File: config.mk
export PLATFORM = sky130hd
export DESIGN_NAME = pixel_readout
export DESIGN_NICKNAME = d
export VERILOG_FILES = /design/src/rtl/pixel_readout.sv
export SDC_FILE = /design/constraint.sdc
export NUM_CORES = 1
export LEC_CHECK = 0
export BUFFER_PORTS_ARGS = -buffer_cell sky130_fd_sc_hd__buf_2
export CORE_UTILIZATION = 50
export DETAILED_ROUTE_END_ITERATION = 12
export PLACE_DENSITY_LB_ADDON = 0.15
export RECOVER_POWER = 25
export SLEW_MARGIN = 20
export SYNTH_ARGS = -nofsm -noshare
export SYNTH_HDL_FRONTEND = slang
export SYNTH_SLANG_ARGS = --single-unit
File: constraint.sdc
create_clock -name clk -period 2.85 [get_ports clk]
set_input_delay 0.1425 -clock clk [delete_from_list [all_inputs] [get_ports clk]]
set_output_delay 0.1425 -clock clk [all_outputs]
set_load 0.005 [all_outputs]
File: src/rtl/pixel_readout.sv
// pixel_readout: ADC ramp generator, 2x2 row capture and pixel stream
// sitting between the readout control FSM and the frame sink.
module pixel_readout #(
    parameter int DATA_W = 8,
    parameter int SETTLE = 1
) (
    input  logic              clk,
    input  logic              reset,
    input  logic              ADC,
    input  logic              NRE_1,
    input  logic              NRE_2,
    input  logic [DATA_W-1:0] col_0,
    input  logic [DATA_W-1:0] col_1,
    output logic [DATA_W-1:0] ramp,
    output logic [DATA_W-1:0] out_data,
    output logic              out_valid,
    input  logic              out_ready,
    output logic              frame_overrun,
    output logic              row_conflict
);

    // Low-counter saturates at SETTLE; the sample fires on the
    // edge that moves it from SETTLE-1 to SETTLE, so only once.
    localparam logic [2:0] CNT_TOP = 3'(SETTLE);
    localparam logic [2:0] CNT_HIT = 3'(SETTLE - 1);

    typedef enum logic {
        IDLE,
        SEND
    } state_t;

    state_t                 state_q;
    logic                   adc_q;
    logic [DATA_W-1:0]      ramp_q, ramp_d;
    logic [2:0]             cnt1_q, cnt1_d;
    logic [2:0]             cnt2_q, cnt2_d;
    logic                   got1_q, got1_d;
    logic                   got2_q, got2_d;
    logic [DATA_W-1:0]      r1c0_q, r1c1_q;
    logic [DATA_W-1:0]      r2c0_q, r2c1_q;
    logic [3:0][DATA_W-1:0] pix_q;
    logic [1:0]             idx_q;
    logic [DATA_W-1:0]      out_data_q;
    logic                   out_valid_q;
    logic                   overrun_q;
    logic                   conflict_q;

    logic rise;
    logic conflict;
    logic samp1;
    logic samp2;
    logic complete;

    // Decode ADC rise, row conflict, per-row sample points, frame done
    always_comb begin
        rise     = ADC & ~adc_q;
        conflict = ~NRE_1 & ~NRE_2;
        samp1    = ~conflict & ~NRE_1 & (cnt1_q == CNT_HIT);
        samp2    = ~conflict & ~NRE_2 & (cnt2_q == CNT_HIT);
        complete = got1_q & got2_q;
    end

    // Next state of low-counters, row flags and ramp code
    always_comb begin
        cnt1_d = cnt1_q;
        if (NRE_1 | conflict) begin
            cnt1_d = '0;
        end else if (cnt1_q != CNT_TOP) begin
            cnt1_d = cnt1_q + 3'd1;
        end

        cnt2_d = cnt2_q;
        if (NRE_2 | conflict) begin
            cnt2_d = '0;
        end else if (cnt2_q != CNT_TOP) begin
            cnt2_d = cnt2_q + 3'd1;
        end

        // A new capture on the same edge still counts for the next frame
        got1_d = got1_q;
        got2_d = got2_q;
        if (rise | complete) begin
            got1_d = 1'b0;
            got2_d = 1'b0;
        end
        if (samp1) got1_d = 1'b1;
        if (samp2) got2_d = 1'b1;

        ramp_d = ramp_q;
        if (rise) begin
            ramp_d = '0;
        end else if (ADC && ramp_q != '1) begin
            ramp_d = ramp_q + DATA_W'(1);
        end
    end

    // Ramp, row capture state and shadow column registers
    always_ff @(posedge clk or posedge reset) begin
        if (reset) begin
            adc_q      <= 1'b0;
            ramp_q     <= '0;
            cnt1_q     <= '0;
            cnt2_q     <= '0;
            got1_q     <= 1'b0;
            got2_q     <= 1'b0;
            r1c0_q     <= '0;
            r1c1_q     <= '0;
            r2c0_q     <= '0;
            r2c1_q     <= '0;
            conflict_q <= 1'b0;
        end else begin
            adc_q      <= ADC;
            ramp_q     <= ramp_d;
            cnt1_q     <= cnt1_d;
            cnt2_q     <= cnt2_d;
            got1_q     <= got1_d;
            got2_q     <= got2_d;
            conflict_q <= conflict;
            if (samp1) begin
                r1c0_q <= col_0;
                r1c1_q <= col_1;
            end
            if (samp2) begin
                r2c0_q <= col_0;
                r2c1_q <= col_1;
            end
        end
    end

    // Output FSM: load a finished frame when idle, stream four words
    always_ff @(posedge clk or posedge reset) begin
        if (reset) begin
            state_q     <= IDLE;
            idx_q       <= '0;
            pix_q       <= '0;
            out_data_q  <= '0;
            out_valid_q <= 1'b0;
            overrun_q   <= 1'b0;
        end else begin
            overrun_q <= complete & (state_q != IDLE);
            unique case (state_q)
                IDLE: begin
                    if (complete) begin
                        pix_q       <= {r2c1_q, r2c0_q, r1c1_q, r1c0_q};
                        idx_q       <= 2'd0;
                        out_data_q  <= r1c0_q;
                        out_valid_q <= 1'b1;
                        state_q     <= SEND;
                    end
                end
                SEND: begin
                    if (out_ready) begin
                        if (idx_q == 2'd3) begin
                            out_valid_q <= 1'b0;
                            state_q     <= IDLE;
                        end else begin
                            idx_q      <= idx_q + 2'd1;
                            out_data_q <= pix_q[idx_q + 2'd1];
                        end
                    end
                end
                default: state_q <= IDLE;
            endcase
        end
    end

    assign ramp          = ramp_q;
    assign out_data      = out_data_q;
    assign out_valid     = out_valid_q;
    assign frame_overrun = overrun_q;
    assign row_conflict  = conflict_q;

endmodule

Yosys cells after proc, flatten, opt, wreduce, memory -nomap -nowiden
Cells that the tools add are included.
- memories: 0
- register bits after elaboration: 95
- logic and storage cells: 87
- memory bits (writable): 0
- memory bits (read-only): 0
- output and inout bits: 19
- latch bits: 0
- mux-type cells: 27
- reduce and logical (&&, ||, !) cells: 11
- $mul: 0
- $add $sub $neg: 4
- divide/modulo/power cells: 0
- bitwise logic cells: 16
- order comparisons: 1
- shifts and indexed selects: 0
- equality and inequality tests: 8
- operators with widths (cell ; number):
    two-way mux 8 bit ; 6
    binary-select mux 8 bit (select 2 bit) ; 1
    one-hot mux 8 bit (2 select lines) ; 1
    two-way mux 3 bit ; 4
    nonzero test 2 bit ; 5
    two-way mux 1 bit ; 9
    adder 8 x 1 -> 8 bit, second input constant ; 1
    AND 1 bit ; 8
    inequality test 8 bit, second input constant ; 1
    adder 3 x 1 -> 3 bit, second input constant ; 2
    logical NOT 3 bit ; 2
    two-way mux 2 bit ; 3
    inequality test 2 bit, second input constant ; 3
    inequality test 3 x 1 -> 1 bit, second input constant ; 2
    AND reduction 3 bit ; 2
    inverter 1 bit ; 5
    one-hot mux 1 bit (2 select lines) ; 2
    one-hot mux 2 bit (2 select lines) ; 1
    less-than comparator 2 x 3 -> 1 bit, second input constant ; 1
    OR 1 bit ; 3
    adder 2 x 1 -> 2 bit, second input constant ; 1
    equality test 2 bit, second input constant ; 1
    inequality test 2 x 1 -> 1 bit, second input constant ; 1
    AND reduction 2 bit ; 1
    logical AND 1 bit ; 1

Longest topological paths before layout
Gate-level depths: netlist of run 1.
- word-level depth: 6
- gate-level depth with buffers: 6
- mapped depth without buffers: 5

Least setup slack after synthesis of run 1
No wires, ideal clock.
- path kind: reg-to-reg
- start point: register idx_q[0]
- end point: register out_data_q[2], in the netlist out_data[2]
- path slack: 1180 ps
- required time: 2724 ps
- stages on the path, launching flop included: 6
- arrival time: 1544 ps
- cells stage by stage: dfrtp_1 -> ha_1 -> buf_2 -> mux4_2 -> mux2i_1 -> a21oi_1
- cells in the longest elaborated chain, start to end: 6
- ends and longest elaborated chain (element ; RTL line ; text):
    from (decl) ; 42 ; logic [1:0] idx_q;
    from (signal assigned) ; 157 ; idx_q <= idx_q + 2'd1;
    adder 2 x 1 -> 2 bit ; 158 ; out_data_q <= pix_q[idx_q + 2'd1];
    binary-select mux 8 bit (select 2 bit) ; 158 ;
    two-way mux 8 bit (implied by the code) ; 158 ;
    two-way mux 8 bit ; 153 ; if (idx_q == 2'd3) begin
    two-way mux 8 bit ; 152 ; if (out_ready) begin
    one-hot mux 8 bit (2 select lines) ; 141 ; unique case (state_q)
    to (signal assigned) ; 146 ; out_data_q <= r1c0_q;
    to (signal assigned) ; 158 ;
    to (decl) ; 43 ; logic [DATA_W-1:0] out_data_q;
Several ways; a longest one is shown, not always the timed one. The select of a mux whose other input is x is not followed.
A chain may end at the register's enable or synchronous reset.

Worst setup path in the final report of run 1
- start point: register idx_q[0]
- end point: register out_data_q[4], in the netlist out_data[4]
Same word-level chain as after synthesis.

==> results of run 1 <==
==> report_power, final <==
group | internal [mW] | switching (mW) | leakage, nW
logic | 0.741 | 0.431 | 0.935
clock network | 0.455 | 0.448 | 0.0988
registers | 1.78 | 0.295 | 1.17
total | 2.97 | 1.17 | 2.20
==> kinds of logic (layout without fill, tap and decap cells) <==
logic type / Yosys count / count (layout)
compound gates: 32 / 32
xor+xnor: 2 / 2
fa+ha+maj: 8 / 8
buf+inv: 19 / 77
flops: 95 / 95
mux: 82 / 82
simple gates: 56 / 56
==> synthesized netlist by cell type (all sizes together) (2+ instances only) <==
master  instances  area [um^2]
a21oi          13         65.1
and2            2         12.5
buf            10         78.8
dfrtp          95         2380
ha              8          100
inv             8         30.0
mux2           64          788
mux2i          10          100
mux4            8          180
nand2          12         45.0
nand2b          4         40.0
nand3           6         30.0
nand3b          3         22.5
nor2           17         63.8
nor3            3         15.0
nor3b           4         52.6
o21ai          10         50.1
o31ai           3         36.3
or2             2         12.5
xnor2           2         17.5
==> metal layers <==
layer,track usage [%],part of all wire (%),vias up
li1,-,-,1150
met1,23.4,46,1203
met2,30.1,49,33
met3,6.18,4.0,8
met4,5.00,0.92,0
met5,0,0,-
==> worst register-to-register path: stages, from the launching register on <==
cell	delay (ns)
dfrtp_1	0.57
ha_1	0.68
mux4_2	0.57
mux2i_1	0.17
a21oi_1	0.08
==> how the worst max path moves through the flow <==
stage	start	to	slack (ns)
floorplan	reset	adc_q	0.23
global placement	idx_q[0]	out_data[4]	0.68
detailed placement	idx_q[0]	out_data[4]	0.63
CTS	idx_q[0]	out_data[4]	0.59
global route	reset	r1c0_q[5]	0.26
finish	idx_q[0]	out_data[4]	0.65
==> area by class of cell <==
| type | instances | area share [%] |
|---|---|---|
| clock buffers | 12 | 3.26 |
| flip-flops and latches | 95 | 50.0 |
| clock inverters | 4 | 1.13 |
| repair buffers | 53 | 6.45 |
| well taps | 105 | 2.76 |
| inverters | 8 | 0.658 |
| multi-input cells | 180 | 35.8 |
==> what timing repair did <==
action,4_1_cts,5_1_grt
hold buffers,5,1
resized for setup,0,0
endpoints found under the hold margin,31,2
==> state kept, by name (all words and copies together), names as in the netlist, 2 cells and up <==
register / cells
pix_q: 32
out_data: 8
r1c0_q: 8
r1c1_q: 8
r2c0_q: 8
r2c1_q: 8
ramp: 8
cnt1_q: 3
cnt2_q: 3
idx_q: 2
==> through the flow <==
step | setup WS, ns | cell area, um^2 | hold WS (ns)
finish | 0.650 | 4760 | 0.0286
global route | 0.260 | 4760 | 0.00176
CTS | 0.589 | 4760 | 0.0108
detailed placement | 0.628 | 4510 | 0.208
global placement | 0.683 | 4510 | 0.204
floorplan | 0.230 | 4190 | 0.174
==> summary.txt, run 1 <==
Main combinational cell family by area after synthesis = multiplexers
Placed Cells = 435
CP required = 3.07 ns
TritonRoute pass-1 iters = 4
Vias in the first global route = 2538
Area Overhead vs Synth = 13.5%
Inserted Diodes = 0
Cells on worst reg2reg path = 4
CP top delay family = multiplexers
Crit. path cell count = 4
Critical path peak fanout = 11
Crit path arrival time = 2.42 ns
Worst skew pair latency = 0.35 ns
Congestion Overflow GR = 0
Initial DRC Count = 71
Filler cells = 698
Adder-cell area share of the yosys netlist = 2.39%
Final GP Congestion = 0.693
Reg2reg setup slack = 0.65 ns
RSZ-0062 raised after global routing = false
Hold Path Origin = col_0[1]
Antenna violations before repair = 0
Fmax = 455 MHz
Most common cell after layout, fill and taps aside = dfrtp_1
Post-Route Utilization = 58.2%
Syn Inst Count = 294
Num CTS Buffers = 9
Worst vdd ir = 0.404 mV
Root buffer cell = clkbuf_8
Non-filler cells, final = 457
RR Startpoint = idx_q[0]
Max Cap Viol = 0
Total track usage = 18.4%
Pin count of the biggest net entering global routing = 43
Actual slew at the worst max-slew pin = 1.30 ns
Worst Path Class, Setup = register to register
Power consumption = 4.15 mW
Global-route wire length before repair = 12100 um
Slew Limit Fails = 0
Status = completed
Finish-stage setup viols = 0
CTS tree = yes
Nature of the critical path endpoint = register
Endpoints failing hold = 0
Commonest cells after routing, fill and taps aside = dfrtp_1, mux2_2, buf_2
Worst r2r dst = out_data[4]
Drt drc = 0
Minimum clock period = 2.20 ns
Port Buf Inserts = 40
CORE AREA = 8180 um^2
Via Count = 2394
Final Cycle Share = 77.2%
Clock skew = 0.00927 ns
Vias per std cell = 5.24
Critical path launch point type = register
Die X = 93.5 um
Mapped Area = 4190 um^2
Post-synthesis cell type count = 37
Rel. slew slack = 12.7%
Setup Total Neg Slack = 0 ns
CTS clk-pin slew, worst paths = 0.09 ns
Storage element area = 2380 um^2
Share of post-route cells with drive strength above 1 = 39.5%
I/O Pins = 41
Number of synthesized flops with an enable pin = 0
Routed len/inst = 15.8 um
Crit-path slowest cell = ha_1
Dominant synthesized flop cell = dfrtp_1
Synth Area in Simple Gates = 7.49%
H-tree level count = 3
Post-synthesis compound-gate area fraction = 4.78%
Mapped Nets = 324
CP cell instances = ha_1 > mux4_2 > mux2i_1 > a21oi_1
ANT nets after route = 0
Avg Inst Size Synth = 14.3 um^2
Setup bufs post-CTS = 0
Register area share after synthesis = 56.7%
Core Rows = 33
Die area = 8750 um^2
HPWL after detailed placement = 4770 um
Area of the multi-input gates = 1700 um^2
Delay of the slowest critical-path stage = 0.67 ns
Final WL = 7200 um
# nets final = 377
Vertical die dimension = 93.5 um
Hold endpoint = r1c0_q[1]
CP bufs+invs = 0
Leakage = 2.20 nW
Maximum clock path buffer count = 2
Synth warn = 0
Multiplexer area fraction after synthesis = 25.5%
Pwr Density = 872 nW/um^2
Hold Crit Class = input port to register
Hold depth = 2
Post-synthesis xor/xnor area fraction = 0.418%
Initial core utilization = 51.3%
Share of flip-flops with an asynchronous set or reset = 100%
Clk sinks = 95
#FFs+latches synth = 95
Power figures use the tool's default switching activity.
==> run 2, diff against run 1 <==
--- a/config.mk
+++ b/config.mk
@@ -5,6 +5,7 @@
 export SDC_FILE = /design/constraint.sdc
 export NUM_CORES = 1
 export LEC_CHECK = 0
+export ABC_AREA = 1
 export BUFFER_PORTS_ARGS = -buffer_cell sky130_fd_sc_hd__buf_2
 export CORE_UTILIZATION = 50
 export DETAILED_ROUTE_END_ITERATION = 12
==> constraint.sdc (replaced) <==
create_clock -name clk -period 2.1 [get_ports clk]
set_input_delay 0.105 -clock clk [delete_from_list [all_inputs] [get_ports clk]]
set_output_delay 0.105 -clock clk [all_outputs]
set_load 0.005 [all_outputs]
==> summary.txt, run 2 <==
Num CTS Buffers = 9 (unchanged)
Crit-path slowest cell = nand3_2
Port Buf Inserts = 40 (unchanged)
Number of synthesized flops with an enable pin = 0 (unchanged)
Die X = 94.5 um (+1.0%)
Global-route wire length before repair = 13900 um (+15%)
Storage element area = 2380 um^2 (unchanged)
Via Count = 3108 (+30%)
Critical path peak fanout = 33 (+22)
CP top delay family = simple AND/OR/NAND/NOR gates
Setup Total Neg Slack = 0 ns (unchanged)
PnR worst setup slack = 0.451 ns (-0.199 ns)
Final Cycle Share = 78.5% (+1.3 points)
Delay of the slowest critical-path stage = 0.48 ns (-0.19 ns)
Max FFs per register = 32 (unchanged)
Clock skew = 0.0124 ns (+0.00313 ns)
Critical path launch point type = register
Fmax = 607 MHz (+33%)
Crit. path cell count = 4 (unchanged)
Root buffer cell = clkbuf_8
HPWL after detailed placement = 5410 um (+13%)
RR Startpoint = cnt1_q[0]
CTS tree = yes
Clk sinks = 95 (unchanged)
ANT nets after route = 0 (unchanged)
Endpoints failing hold = 0 (unchanged)
Syn Inst Count = 475 (+62%)
Max Cap Viol = 0 (unchanged)
Die area = 8930 um^2 (+2.0%)
Vias per std cell = 4.96 (-5.4%)
RSZ-0062 raised after global routing = false
Initial DRC Count = 119 (+68%)
Slew Limit Fails = 0 (unchanged)
Dominant synthesized flop cell = dfrtp_1
CTS resizes = 0 (unchanged)
Actual slew at the worst max-slew pin = 1.28 ns (-0.0237 ns)
Pwr Density = 1190 nW/um^2 (+36%)
Pre-CTS setup slack = 0.471 ns (-0.156 ns)
Area leader, netlist = dfrtp_1
Synth warn = 0 (unchanged)
Final WL = 8130 um (+13%)
Most common cell after layout, fill and taps aside = nand2_1
Initial core utilization = 51.8% (+0.53 points)
Nature of the critical path endpoint = register
Drt drc = 0 (unchanged)
Commonest cells after routing, fill and taps aside = nand2_1, dfrtp_1, nor2_1
CP required = 2.36 ns (-0.71 ns)
Mapped Area = 4280 um^2 (+2.1%)
Congestion Overflow GR = 0 (unchanged)
Finish-stage setup viols = 0 (unchanged)
Grt met2 use = 34.4% (+4.2 points)
Met1 usage = 27.2% (+3.8 points)
Share of post-route cells with drive strength above 1 = 15.9% (-24 points)
Cells on worst reg2reg path = 4 (unchanged)
Final GP Congestion = 0.832 (+20%)
Rel. slew slack = 14.8% (+2.1 points)
Core Rows = 33 (unchanged)
Worst vdd ir = 0.471 mV (+16%)
Capture point of the worst path = r1c1_q[6]
Area of the multi-input gates = 1550 um^2 (-8.6%)
Setup bufs post-CTS = 0 (unchanged)
CP cell instances = inv_1 > ha_1 > nand3_2 > o21ai_0
Share of flip-flops with an asynchronous set or reset = 100% (unchanged)
Reg2reg setup slack = 0.45 ns (-0.20 ns)
I/O Pins = 41 (unchanged)
TritonRoute pass-1 iters = 4 (unchanged)
Maximum clock path buffer count = 2 (unchanged)
# nets final = 548 (+45%)
GR Util met3 = 2.98% (-3.2 points)
Hold-fix buffers, CTS = 7 (+2)
CORE AREA = 8260 um^2 (+1.0%)
Hold Crit Class = input port to register
H-tree level count = 3 (unchanged)
Area Overhead vs Synth = 11.5%
CTS clk-pin slew, worst paths = 0.10 ns (about the same)
#FFs+latches synth = 95 (unchanged)
Mapped Nets = 505 (+56%)
GR peak layer = met2
Worst skew pair latency = 0.36 ns (about the same)
Worst r2r dst = r1c1_q[6]
Worst Path Class, Setup = register to register
Vias in the first global route = 3005 (+18%)
Post-Route Utilization = 57.7% (-0.43 points)
Avg Inst Size Synth = 9.00 um^2 (-37%)
CP bufs+invs = 1 (+1)
Crit path arrival time = 1.91 ns (-0.51 ns)
Hold Path Origin = col_1[3]
Pin count of the biggest net entering global routing = 96 (+120%)
Post-synthesis cell type count = 26 (-30%)
Leakage = 2.46 nW (+12%)
Top cells by count, synth = nand2_1, dfrtp_1, nor2_1
Status = completed
Filler cells = 753 (+7.9%)
Antenna violations before repair = 0 (unchanged)
Vertical die dimension = 94.5 um (+1.0%)
Crit. Startpoint = cnt1_q[0]
Minimum clock period = 1.65 ns (-0.551 ns)
Largest cells by area after synthesis = dfrtp_1, nand2_1, nor2_1
Area share of the largest cell type after synthesis = 55.6% (-1.1 points)
Total track usage = 20.6% (+2.1 points)
Register area share after synthesis = 55.6% (-1.1 points)
Hold WS = 0.0124 ns (-0.0162 ns)
Largest Register = pix_q
Routed len/inst = 13.0 um (-18%)
Most numerous cell in the Yosys netlist = nand2_1
Inserted Diodes = 0 (unchanged)
[run 2: cell type report]
type,instances,share of cell area [%]
clock buffers,9,2.60
clock inverters,6,1.50
inverters,53,4.30
multi-input cells,307,32.6
flip-flops and latches,95,49.9
well taps,105,2.76
repair buffers,52,6.40
[run 2: worst reg2reg max path, stage by stage, from the launching register on]
cell and delay (ns):
dfrtp_1 0.41, inv_1 0.10, ha_1 0.17, nand3_2 0.48
o21ai_0 0.40
[run 2: kinds of logic after synthesis]
family | Yosys count | synth area share (%)
compound gates | 71 | 8.92
xor+xnor | 4 | 0.819
fa+ha+maj | 8 | 2.34
buf+inv | 73 | 8.08
flops | 95 | 55.6
mux | 16 | 4.21
simple gates | 208 | 20.0
[run 2: metal layers]
layer  up-vias  share of wire (%)
met4         0                1.4
met1      1473                 47
li1       1584                  -
met2        39                 49
met3        12                2.9
met5         -                  0
[run 2: worst min path at each step]
stage,to,slack (ns),depth (start not counted)
floorplan,adc_q,0.14,0
global route,r1c1_q[3],0.009,3
global placement,cnt2_q[2],0.29,3
finish,r2c1_q[3],0.01,3
CTS,r1c0_q[2],0.001,3
detailed placement,cnt2_q[2],0.29,3
[run 2: where the power goes]
part	internal (mW)	switching (mW)
clock	0.552	0.644
combinational	0.720	1.03
sequential	2.39	0.318
[run 2: through the flow]
stage | std cells | area [um^2] | power [mW]
floorplan | 475 | 4280 | 4.07
global placement | 605 | 4520 | 4.45
detailed placement | 605 | 4520 | 4.51
CTS | 627 | 4780 | 5.73
global route | 627 | 4770 | 6.13
finish | 627 | 4770 | 5.65
